## config.mk

```make
export PLATFORM = sky130hd
export DESIGN_NAME = instruction_fetch_flat
export DESIGN_NICKNAME = d
export VERILOG_FILES = /design/src/rtl/instruction_fetch_pkg.sv /design/src/rtl/instruction_fetch_if.sv /design/src/rtl/instruction_fetch_next_pc.sv /design/src/rtl/instruction_fetch.sv /design/src/flat_wrapper.sv
export SDC_FILE = /design/constraint.sdc
export NUM_CORES = 1
export LEC_CHECK = 0
export ABC_CLOCK_PERIOD_IN_PS = 3800
export CAP_MARGIN = 20
export CORE_MARGIN = 2
export CORE_UTILIZATION = 48
export CTS_BUF_LIST = sky130_fd_sc_hd__clkbuf_8
export DETAILED_ROUTE_END_ITERATION = 7
export PLACE_DENSITY = 0.84
export SYNTH_ARGS = -nofsm -noshare
export SYNTH_HDL_FRONTEND = slang
export SYNTH_HIERARCHICAL = 1
export SYNTH_SLANG_ARGS = --single-unit
```

## constraint.sdc

```tcl
create_clock -name clk -period 3.8 [get_ports clk]
set_clock_uncertainty 0.05 [all_clocks]
set_input_delay 0.76 -clock clk [delete_from_list [all_inputs] [get_ports clk]]
set_output_delay 0.76 -clock clk [all_outputs]
set_load 0.005 [all_outputs]
```

## src/rtl/instruction_fetch_pkg.sv

```systemverilog
// Shared constants for the fetch stage: pc_src codes, FSM state encoding,
// default NOP/HALT words and a saturating increment used by the perf counters.
package instruction_fetch_pkg;

    typedef enum logic [1:0] {
        PC_SRC_SEQ    = 2'b00,
        PC_SRC_BRANCH = 2'b01,
        PC_SRC_JUMP   = 2'b10,
        PC_SRC_JR     = 2'b11
    } pc_src_e;

    typedef enum logic [1:0] {
        FETCH_BOOT = 2'b00,
        FETCH_RUN  = 2'b01,
        FETCH_HALT = 2'b10
    } fetch_state_e;

    localparam logic [31:0] NOP_WORD  = 32'h0000_0000;
    localparam logic [31:0] HALT_WORD = 32'hFFFF_FFFF;
    localparam logic [31:0] PC_STEP   = 32'd4;

    function automatic logic [31:0] sat_inc(input logic [31:0] v);
        return (v == 32'hFFFF_FFFF) ? v : v + 32'd1;
    endfunction

endpackage

```

## src/rtl/instruction_fetch_if.sv

```systemverilog
// Fetch-stage bus: instruction_mem read port plus the ID-side control and IF/ID outputs.
// Optional perf counter outputs exist only when FETCH_PERF_CNT_EN is defined.
interface instruction_fetch_if;

    logic        stall;
    logic [1:0]  pc_src;
    logic [31:0] branch_offset;
    logic [25:0] jump_index;
    logic [31:0] jr_target;
    logic [31:0] inst_in;
    logic [31:0] inst_addr;
    logic [31:0] if_id_pc4;
    logic [31:0] if_id_inst;
    logic        if_id_valid;
    logic        halted;
`ifdef FETCH_PERF_CNT_EN
    logic [31:0] perf_fetched;
    logic [31:0] perf_bubbles;
`endif

    // if_id_valid has no ready partner: ID back-pressures with stall, which
    // holds pc and every if_id_* field; valid=0 marks a bubble, not a word.
    modport master (
        input  stall, pc_src, branch_offset, jump_index, jr_target, inst_in,
        output inst_addr, if_id_pc4, if_id_inst, if_id_valid, halted
`ifdef FETCH_PERF_CNT_EN
        , output perf_fetched, perf_bubbles
`endif
    );

    modport slave (
        output stall, pc_src, branch_offset, jump_index, jr_target, inst_in,
        input  inst_addr, if_id_pc4, if_id_inst, if_id_valid, halted
`ifdef FETCH_PERF_CNT_EN
        , input perf_fetched, perf_bubbles
`endif
    );

endinterface

```

## src/rtl/instruction_fetch_next_pc.sv

```systemverilog
// Combinational next-PC mux: sequential pc+4 or a redirect target based on the
// PC+4 of the instruction currently in ID (if_id_pc4).
module fetch_next_pc
    import instruction_fetch_pkg::*;
(
    input  logic [31:0] pc,
    input  logic [31:0] if_id_pc4,
    input  logic [31:0] branch_offset,
    input  logic [25:0] jump_index,
    input  logic [31:0] jr_target,
    input  logic [1:0]  pc_src,
    output logic [31:0] next_pc
);

    always_comb begin
        next_pc = pc + PC_STEP;
        case (pc_src)
            PC_SRC_BRANCH: next_pc = if_id_pc4 + (branch_offset << 2);
            PC_SRC_JUMP:   next_pc = {if_id_pc4[31:28], jump_index, 2'b00};
            PC_SRC_JR:     next_pc = jr_target & ~32'h0000_0003;
            default:       next_pc = pc + PC_STEP;
        endcase
    end

endmodule

```

## src/rtl/instruction_fetch.sv

```systemverilog
// Fetch stage: owns the PC, drives instruction_mem and fills the IF/ID register.
// Define FETCH_PERF_CNT_EN to add saturating fetched/bubble counters.
module instruction_fetch
    import instruction_fetch_pkg::*;
#(
    parameter logic [31:0] RESET_PC  = 32'h0000_0000,
    parameter logic [31:0] HALT_INST = HALT_WORD,
    parameter logic [31:0] NOP_INST  = NOP_WORD
) (
    input  logic                 clk,
    input  logic                 rst,
    instruction_fetch_if.master  bus,
    output fetch_state_e         state_dbg
);

    fetch_state_e state_q, state_d;
    logic [31:0]  pc_q, pc_d;
    logic [31:0]  pc4_q, pc4_d;
    logic [31:0]  inst_q, inst_d;
    logic         valid_q, valid_d;
    logic         halted_q, halted_d;
    logic [31:0]  next_pc;
`ifdef FETCH_PERF_CNT_EN
    logic [31:0]  fetched_q, fetched_d;
    logic [31:0]  bubbles_q, bubbles_d;
`endif

    fetch_next_pc u_next_pc (
        .pc            (pc_q),
        .if_id_pc4     (pc4_q),
        .branch_offset (bus.branch_offset),
        .jump_index    (bus.jump_index),
        .jr_target     (bus.jr_target),
        .pc_src        (bus.pc_src),
        .next_pc       (next_pc)
    );

    always_comb begin
        state_d  = state_q;
        pc_d     = pc_q;
        pc4_d    = pc4_q;
        inst_d   = inst_q;
        valid_d  = valid_q;
        halted_d = halted_q;
`ifdef FETCH_PERF_CNT_EN
        fetched_d = fetched_q;
        bubbles_d = bubbles_q;
`endif
        case (state_q)
            // One dead cycle lets the memory's first read settle.
            FETCH_BOOT: state_d = FETCH_RUN;
            FETCH_RUN: begin
                if (!bus.stall) begin
                    pc_d = next_pc;
                    if (bus.pc_src != PC_SRC_SEQ) begin
                        inst_d  = NOP_INST;
                        valid_d = 1'b0;
`ifdef FETCH_PERF_CNT_EN
                        bubbles_d = sat_inc(bubbles_q);
`endif
                    end else begin
                        pc4_d   = next_pc;
                        inst_d  = bus.inst_in;
                        valid_d = 1'b1;
`ifdef FETCH_PERF_CNT_EN
                        fetched_d = sat_inc(fetched_q);
`endif
                        if (bus.inst_in == HALT_INST) begin
                            halted_d = 1'b1;
                            state_d  = FETCH_HALT;
                        end
                    end
                end
            end
            FETCH_HALT: valid_d = 1'b0;
            default:    state_d = FETCH_BOOT;
        endcase
    end

    always_ff @(posedge clk) begin
        if (rst) begin
            state_q  <= FETCH_BOOT;
            pc_q     <= RESET_PC;
            pc4_q    <= 32'h0000_0000;
            inst_q   <= NOP_INST;
            valid_q  <= 1'b0;
            halted_q <= 1'b0;
`ifdef FETCH_PERF_CNT_EN
            fetched_q <= 32'h0000_0000;
            bubbles_q <= 32'h0000_0000;
`endif
        end else begin
            state_q  <= state_d;
            pc_q     <= pc_d;
            pc4_q    <= pc4_d;
            inst_q   <= inst_d;
            valid_q  <= valid_d;
            halted_q <= halted_d;
`ifdef FETCH_PERF_CNT_EN
            fetched_q <= fetched_d;
            bubbles_q <= bubbles_d;
`endif
        end
    end

    assign bus.inst_addr   = pc_q;
    assign bus.if_id_pc4   = pc4_q;
    assign bus.if_id_inst  = inst_q;
    assign bus.if_id_valid = valid_q;
    assign bus.halted      = halted_q;
    assign state_dbg       = state_q;
`ifdef FETCH_PERF_CNT_EN
    assign bus.perf_fetched = fetched_q;
    assign bus.perf_bubbles = bubbles_q;
`endif

endmodule

```

## src/flat_wrapper.sv

```systemverilog
// flat-port wrapper written by rule: the top's interface ports become plain ports
module instruction_fetch_flat import instruction_fetch_pkg::*;
#(
    parameter logic [31:0] RESET_PC  = 32'h0000_0000,
    parameter logic [31:0] HALT_INST = HALT_WORD,
    parameter logic [31:0] NOP_INST  = NOP_WORD
)
  (clk, rst, state_dbg, bus_stall, bus_pc_src, bus_branch_offset, bus_jump_index, bus_jr_target, bus_inst_in, bus_inst_addr, bus_if_id_pc4, bus_if_id_inst, bus_if_id_valid, bus_halted);
  instruction_fetch_if bus_i ();
  input  logic clk;
  input  logic rst;
  output fetch_state_e state_dbg;
  input wire logic [$bits(bus_i.stall)-1:0] bus_stall;
  input wire logic [$bits(bus_i.pc_src)-1:0] bus_pc_src;
  input wire logic [$bits(bus_i.branch_offset)-1:0] bus_branch_offset;
  input wire logic [$bits(bus_i.jump_index)-1:0] bus_jump_index;
  input wire logic [$bits(bus_i.jr_target)-1:0] bus_jr_target;
  input wire logic [$bits(bus_i.inst_in)-1:0] bus_inst_in;
  output wire logic [$bits(bus_i.inst_addr)-1:0] bus_inst_addr;
  output wire logic [$bits(bus_i.if_id_pc4)-1:0] bus_if_id_pc4;
  output wire logic [$bits(bus_i.if_id_inst)-1:0] bus_if_id_inst;
  output wire logic [$bits(bus_i.if_id_valid)-1:0] bus_if_id_valid;
  output wire logic [$bits(bus_i.halted)-1:0] bus_halted;
  assign bus_i.stall = bus_stall;
  assign bus_i.pc_src = bus_pc_src;
  assign bus_i.branch_offset = bus_branch_offset;
  assign bus_i.jump_index = bus_jump_index;
  assign bus_i.jr_target = bus_jr_target;
  assign bus_i.inst_in = bus_inst_in;
  assign bus_inst_addr = bus_i.inst_addr;
  assign bus_if_id_pc4 = bus_i.if_id_pc4;
  assign bus_if_id_inst = bus_i.if_id_inst;
  assign bus_if_id_valid = bus_i.if_id_valid;
  assign bus_halted = bus_i.halted;
  instruction_fetch #(.RESET_PC(RESET_PC), .HALT_INST(HALT_INST), .NOP_INST(NOP_INST)) u_core (.clk(clk), .rst(rst), .bus(bus_i), .state_dbg(state_dbg));
endmodule
```

==> results.toml, run 1 <==
[power]
p_leak_nw = 3.28
power_frac_comb = 0.235
clkPwrFrac = 0.308
p_sw_frac = 0.306
p_int_mw = 1.70
switchingPower_mw = 0.749
ir_drop_mv = 0.282
seq_power_share = 0.457
power_density_nw_per_um2 = 263

[setup_path]
start_kind = "input pin"
crit_family = "compound AO/OA/AOI/OAI gates"
arrival_ns = 3.75
slowest_delay_ns = 0.47
cp_num_buf_inv = 4
worst_setup_path_end_kind = "register"
cp_max_fo = 4
critPathMostFrequentCell = "a21oi_1"
critical_path_required_ns = 4.09
worstSetupPathType = "input pin to register"
crit_chain = "clkdlybuf4s50_1, ha_1, inv_1, fa_1, nand2b_1, a21oi_1, nor2b_1, o211ai_1, buf_4, buf_4, a221oi_1, xor2_1, a21oi_1, nand3_1, a21oi_1"
reg2reg_setup_slack_ns = 0.79
critPathLaunch = "bus_branch_offset[0]"
r2r-start = "u_core/bus.if_id_pc4[2]"
slowest_stage = "clkdlybuf4s50_1"

[logic_synthesis]
yosysUniqueCellTypes = 61
synth_enable_flop_cells = 0
synth_area_leaders = "dfxtp_1, a21oi_1, mux4_2"
synth_top_area_cell = "dfxtp_1"
yosys.area.top_type_share = 0.299
async_reset_ff_frac = 0
syn_nets = 984
synth_common_cells = "a21oi_1, nand2_1, dfxtp_1, nor2_1, nand3_1"
dominantRegCellSynth = "dfxtp_1"
ys_warn_count = 6
netlist_area_sq_um = 6700
syn_area_per_cell_sq_um = 8.11
ys_seq_area_frac = 0.299
ys_seq_elements = 100
syn_inst = 826

[timing]
hold_viol = 0
slew_viol_final = 0
rsz0062_at_grt = "false"
clock.fmax_mhz = 289
period_needed_ns = 3.46
holdWs_ns = 0.440
fin_crit_sh = 0.910
setup_violations = 0
worst_pin_slew_ns = 0.911
max_slew_margin = 0.392
finalWorstSetupSlack_ns = 0.343

[die]
core_sq_um = 13800
pin_count = 227
start_util = 0.487
dieWidth_um = 122
die-area_sq_um = 14900
fp.dieH_um = 122
row_count = 43

[routing]
routed-via-count = 7487
first_pass_iters = 5
detail-route-antenna-nets = 0
routed_wl_um = 24600
drc = 0
drt_iter0_drc = 955
wl_per_cell_um = 20.3
via_per_inst = 6.18

[clock_tree]
postCtsHoldBufs = 0
cts_num_sinks = 100
h-tree-depth = 3
clockRootBuffer = "clkbuf_8"
cts_tree = "yes"
clkTransAtPathRegs_ns = 0.11
post_cts_resized = 0
clock_latency_ns = 0.40
cts_buffers = 9
post_cts_buffers = 0
clockBufferDepth = 2

[hold_path]
min_from = "u_core/bus.if_id_valid"
min_path_type = "register to register"

[placed_design]
dp_slack_ns = -0.0251
port_buffers = 222
dp_hpwl_um = 17600
routabilityCongestion = 1.01

[grt]
grt_pass1_vias = 7316
antenna_found_initial = 0
grt_usage = 0.328
grt_max_degree = 66
grt_pass1_wl_um = 38200
grt_overflow_total = 0

[final_layout]
drive_gt1_frac = 0.0757
area_growth_pct = 38.7
antenna_cells = 0
num-nets-final = 1184
nFillCells = 1159

[flow_run]
cap_violations = 0

[status]
status = "completed"
[power groups by stage]
stage / sequential, mW / clock (mW) / combinational [mW]
after global routing: 1.12 / 0.794 / 0.615
after detailed placement: 1.14 / 0 / 0.563
after global placement: 1.14 / 0 / 0.558
final: 1.12 / 0.754 / 0.576
after CTS: 1.12 / 0.766 / 0.565
after floorplan: 1.13 / 0 / 0.282
[metrics by stage]
step / std cells / power (mW) / instance area [sq um] / TNS [ns] / util
floorplan: 826 / 1.42 / 6700 / 0 / -
global placement: 1194 / 1.70 / 9070 / 0 / 0.659
detailed placement: 1194 / 1.70 / 9070 / -0.0251 / 0.659
CTS: 1210 / 2.45 / 9280 / 0 / 0.674
global route: 1211 / 2.53 / 9300 / 0 / 0.675
finish: 1211 / 2.45 / 9300 / 0 / 0.675
[worst min-delay path, stage by stage (launching register included)]
cell      delay (ns)
dfxtp_1         0.34
nand2_1         0.06
a211oi_1        0.06
[area by class of cell]
cell class | count | area (sq um) | area share
clock buffer | 9 | 124 | 0.0133
sequential | 100 | 2000 | 0.215
inverter | 13 | 48.8 | 0.00525
timing repair buffer | 250 | 2440 | 0.263
tap | 180 | 225 | 0.0242
clock inverter | 7 | 83.8 | 0.00902
multi-input combinational | 652 | 4370 | 0.470
[layout by cell type (no fill, tap or decap), types with 9 or more instances in the layout]
| cell type | count |
|---|---|
| mux2i_1 | 16 |
| nor2_1 | 61 |
| xor2_1 | 19 |
| inv_1 | 13 |
| nor3_1 | 14 |
| nand3_1 | 46 |
| nand4_1 | 25 |
| buf_4 | 26 |
| ha_1 | 30 |
| o21ai_1 | 13 |
| a21oi_1 | 106 |
| a32oi_1 | 32 |
| clkdlybuf4s50_1 | 219 |
| o21ai_0 | 40 |
| xnor2_1 | 32 |
| nand2_1 | 106 |
| mux4_2 | 19 |
| clkbuf_8 | 9 |
| dfxtp_1 | 100 |
[registers in the layout, summed over array words and instances, names as in the netlist]
name	cells
u_core/state_dbg	2
u_core/bus.halted	1
u_core/bus.if_id_inst	32
u_core/bus.inst_addr	32
u_core/bus.if_id_valid	1
u_core/bus.if_id_pc4	32
[routing by layer]
metal  up-vias  track usage  wire length, um
li1       3458            -                -
met1      3550        0.425             9830
met2       434        0.530            11600
met3        45       0.0922             2720
met4         0        0.103              489
met5         -            0                0
[logic make-up after synthesis]
| group | synth area share |
|---|---|
| multiplexers | 0.0877 |
| AND/OR/NAND/NOR | 0.218 |
| adder cells (fa/ha/maj) | 0.0590 |
| buffers and inverters | 0.0515 |
| AO/OA/AOI/OAI | 0.218 |
| XOR/XNOR | 0.0666 |
| flip-flops | 0.299 |
[worst paths after layout]
check                             end  cells past startpoint
min            u_core/bus.if_id_valid                      2
max reg2reg  u_core/bus.if_id_pc4[24]                     14
max          u_core/bus.if_id_pc4[24]                     15
min reg2reg    u_core/bus.if_id_valid                      2
Note: power is estimated with default switching activity, not from simulation.
==> run 2, diff against run 1 <==
Settings changed: CAP_MARGIN 20 to unset, PLACE_DENSITY 0.84 to unset, PLACE_DENSITY_LB_ADDON set to 0.15.
==> results.toml, run 2 (synthesized netlist as in run 1, its figures left out) <==
[final_layout]
antenna_cells = 0
seqCellArea_sq_um = 2000
area_growth_pct = 39.2
nFillCells = 1206
fin_area_sq_um = 9330
final_common_cell = "clkdlybuf4s50_1"
multi_input_area_sq_um = 4370
drive_gt1_frac = 0.0837
num-nets-final = 1192
final_cell_mix = "clkdlybuf4s50_1, a21oi_1, nand2_1, dfxtp_1, nor2_1"
final_core_util = 0.677
final_cells = 1219

[grt]
grt_pass1_wl_um = 36400
grt_overflow_total = 0
grt_usage = 0.314
antenna_found_initial = 0
globalRouteMet2Util = 0.513
met1_usage = 0.410
grt_pass1_vias = 6949
grt_max_degree = 63
met3_usage = 0.0721
grt-busiest-layer = "met2"

[routing]
routed-via-count = 7370
drt_iter0_drc = 565
routed_wl_um = 23800
drc = 0
first_pass_iters = 5
detail-route-antenna-nets = 0
wl_per_cell_um = 19.5
via_per_inst = 6.05

[clock_tree]
h-tree-depth = 3
postCtsHoldBufs = 0
post_cts_resized = 0
clockBufferDepth = 2
clock_latency_ns = 0.40
post_cts_buffers = 0
cts_num_sinks = 100
clockRootBuffer = "clkbuf_8"
clkTransAtPathRegs_ns = 0.11
cts_tree = "yes"
cts_buffers = 9

[setup_path]
start_kind = "input pin"
cp_max_fo = 3
arrival_ns = 3.69
worstSetupPathType = "input pin to register"
critical_path_required_ns = 4.08
worst_setup_path_end_kind = "register"

[power]
p_int_mw = 1.66
ir_drop_mv = 0.216
clkPwrFrac = 0.299
power_frac_comb = 0.237
switchingPower_mw = 0.744
seq_power_share = 0.464
power_density_nw_per_um2 = 258
p_leak_nw = 3.30
p_total_mw = 2.41
p_sw_frac = 0.309

[status]
status = "completed"

[timing]
setup_violations = 0
hold_viol = 0
rsz0062_at_grt = "false"
worst_pin_slew_ns = 0.861
tns_ns = 0
clock.fmax_mhz = 294
max_slew_margin = 0.425
fin_crit_sh = 0.895
period_needed_ns = 3.40
slew_viol_final = 0

[placed_design]
dpl-instance-area_sq_um = 9130
port_buffers = 222
dp_hpwl_um = 17300
routabilityCongestion = 0.977
dp_cells = 1203

[die]
dieWidth_um = 122
fp.dieH_um = 122
pin_count = 227
core_sq_um = 13800
die-area_sq_um = 14900
start_util = 0.487
row_count = 43

[flow_run]
cap_violations = 0

[hold_path]
min_path_type = "register to register"
-- run 2: cell count changes in the layout (fill, tap and decap cells not counted), moves of 2 or more --
cell,delta
inv_6,-3
buf_4,+11
inv_8,+3
buf_12,-2
-- run 2: worst max-delay path, cell delays in order --
cell,delay (ns)
clkdlybuf4s50_1,0.46
ha_1,0.15
inv_1,0.05
fa_1,0.40
nand2b_1,0.18
a21oi_1,0.27
nor2b_1,0.12
o211ai_1,0.19
buf_4,0.16
buf_4,0.11
a221oi_1,0.09
xor2_1,0.18
a21oi_1,0.28
nand3_1,0.11
a21oi_1,0.16
-- run 2: layer usage --
layer	vias to the layer above	share of wire
met4	0	0.023
met3	45	0.098
met5	-	0
met2	376	0.47
li1	3474	-
met1	3475	0.41
-- run 2: area by class of cell --
| cell class | count | area share |
|---|---|---|
| Timing Repair Buffer | 258 | 0.266 |
| Clock inverter | 6 | 0.00711 |
| Sequential cell | 100 | 0.215 |
| Clock buffer | 10 | 0.0148 |
| Tap cell | 180 | 0.0241 |
| Multi-Input combinational cell | 652 | 0.468 |
| Inverter | 13 | 0.00523 |
-- run 2: stage by stage --
| stage | hold slack (ns) | worst slack (ns) |
|---|---|---|
| 3_3_place_gp | 0.406 | 0.0434 |
| 2_1_floorplan | 0.412 | 0.690 |
| 6_report | 0.426 | 0.397 |
| 3_5_place_dp | 0.410 | 0.00312 |
| 5_1_grt | 0.452 | 0.220 |
| 4_1_cts | 0.429 | 0.434 |
-- run 2: path summary, 6_finish.rpt --
check | to | slack (ns) | from | cells past startpoint
max | u_core/bus.if_id_pc4[24] | 0.40 | bus_branch_offset[0] | 15
min | u_core/bus.inst_addr[0] | 0.43 | u_core/bus.inst_addr[0] | 2
max reg2reg | u_core/bus.if_id_pc4[24] | 0.83 | u_core/bus.if_id_pc4[2] | 14
min reg2reg | u_core/bus.inst_addr[0] | 0.43 | u_core/bus.inst_addr[0] | 2
-- run 2: power by group through the flow --
stage / Clock, mW / Combinational, mW / Sequential, mW
floorplan: 0 / 0.282 / 1.13
global placement: 0 / 0.559 / 1.14
detailed placement: 0 / 0.563 / 1.14
CTS: 0.737 / 0.566 / 1.12
global route: 0.770 / 0.612 / 1.12
finish: 0.719 / 0.571 / 1.12
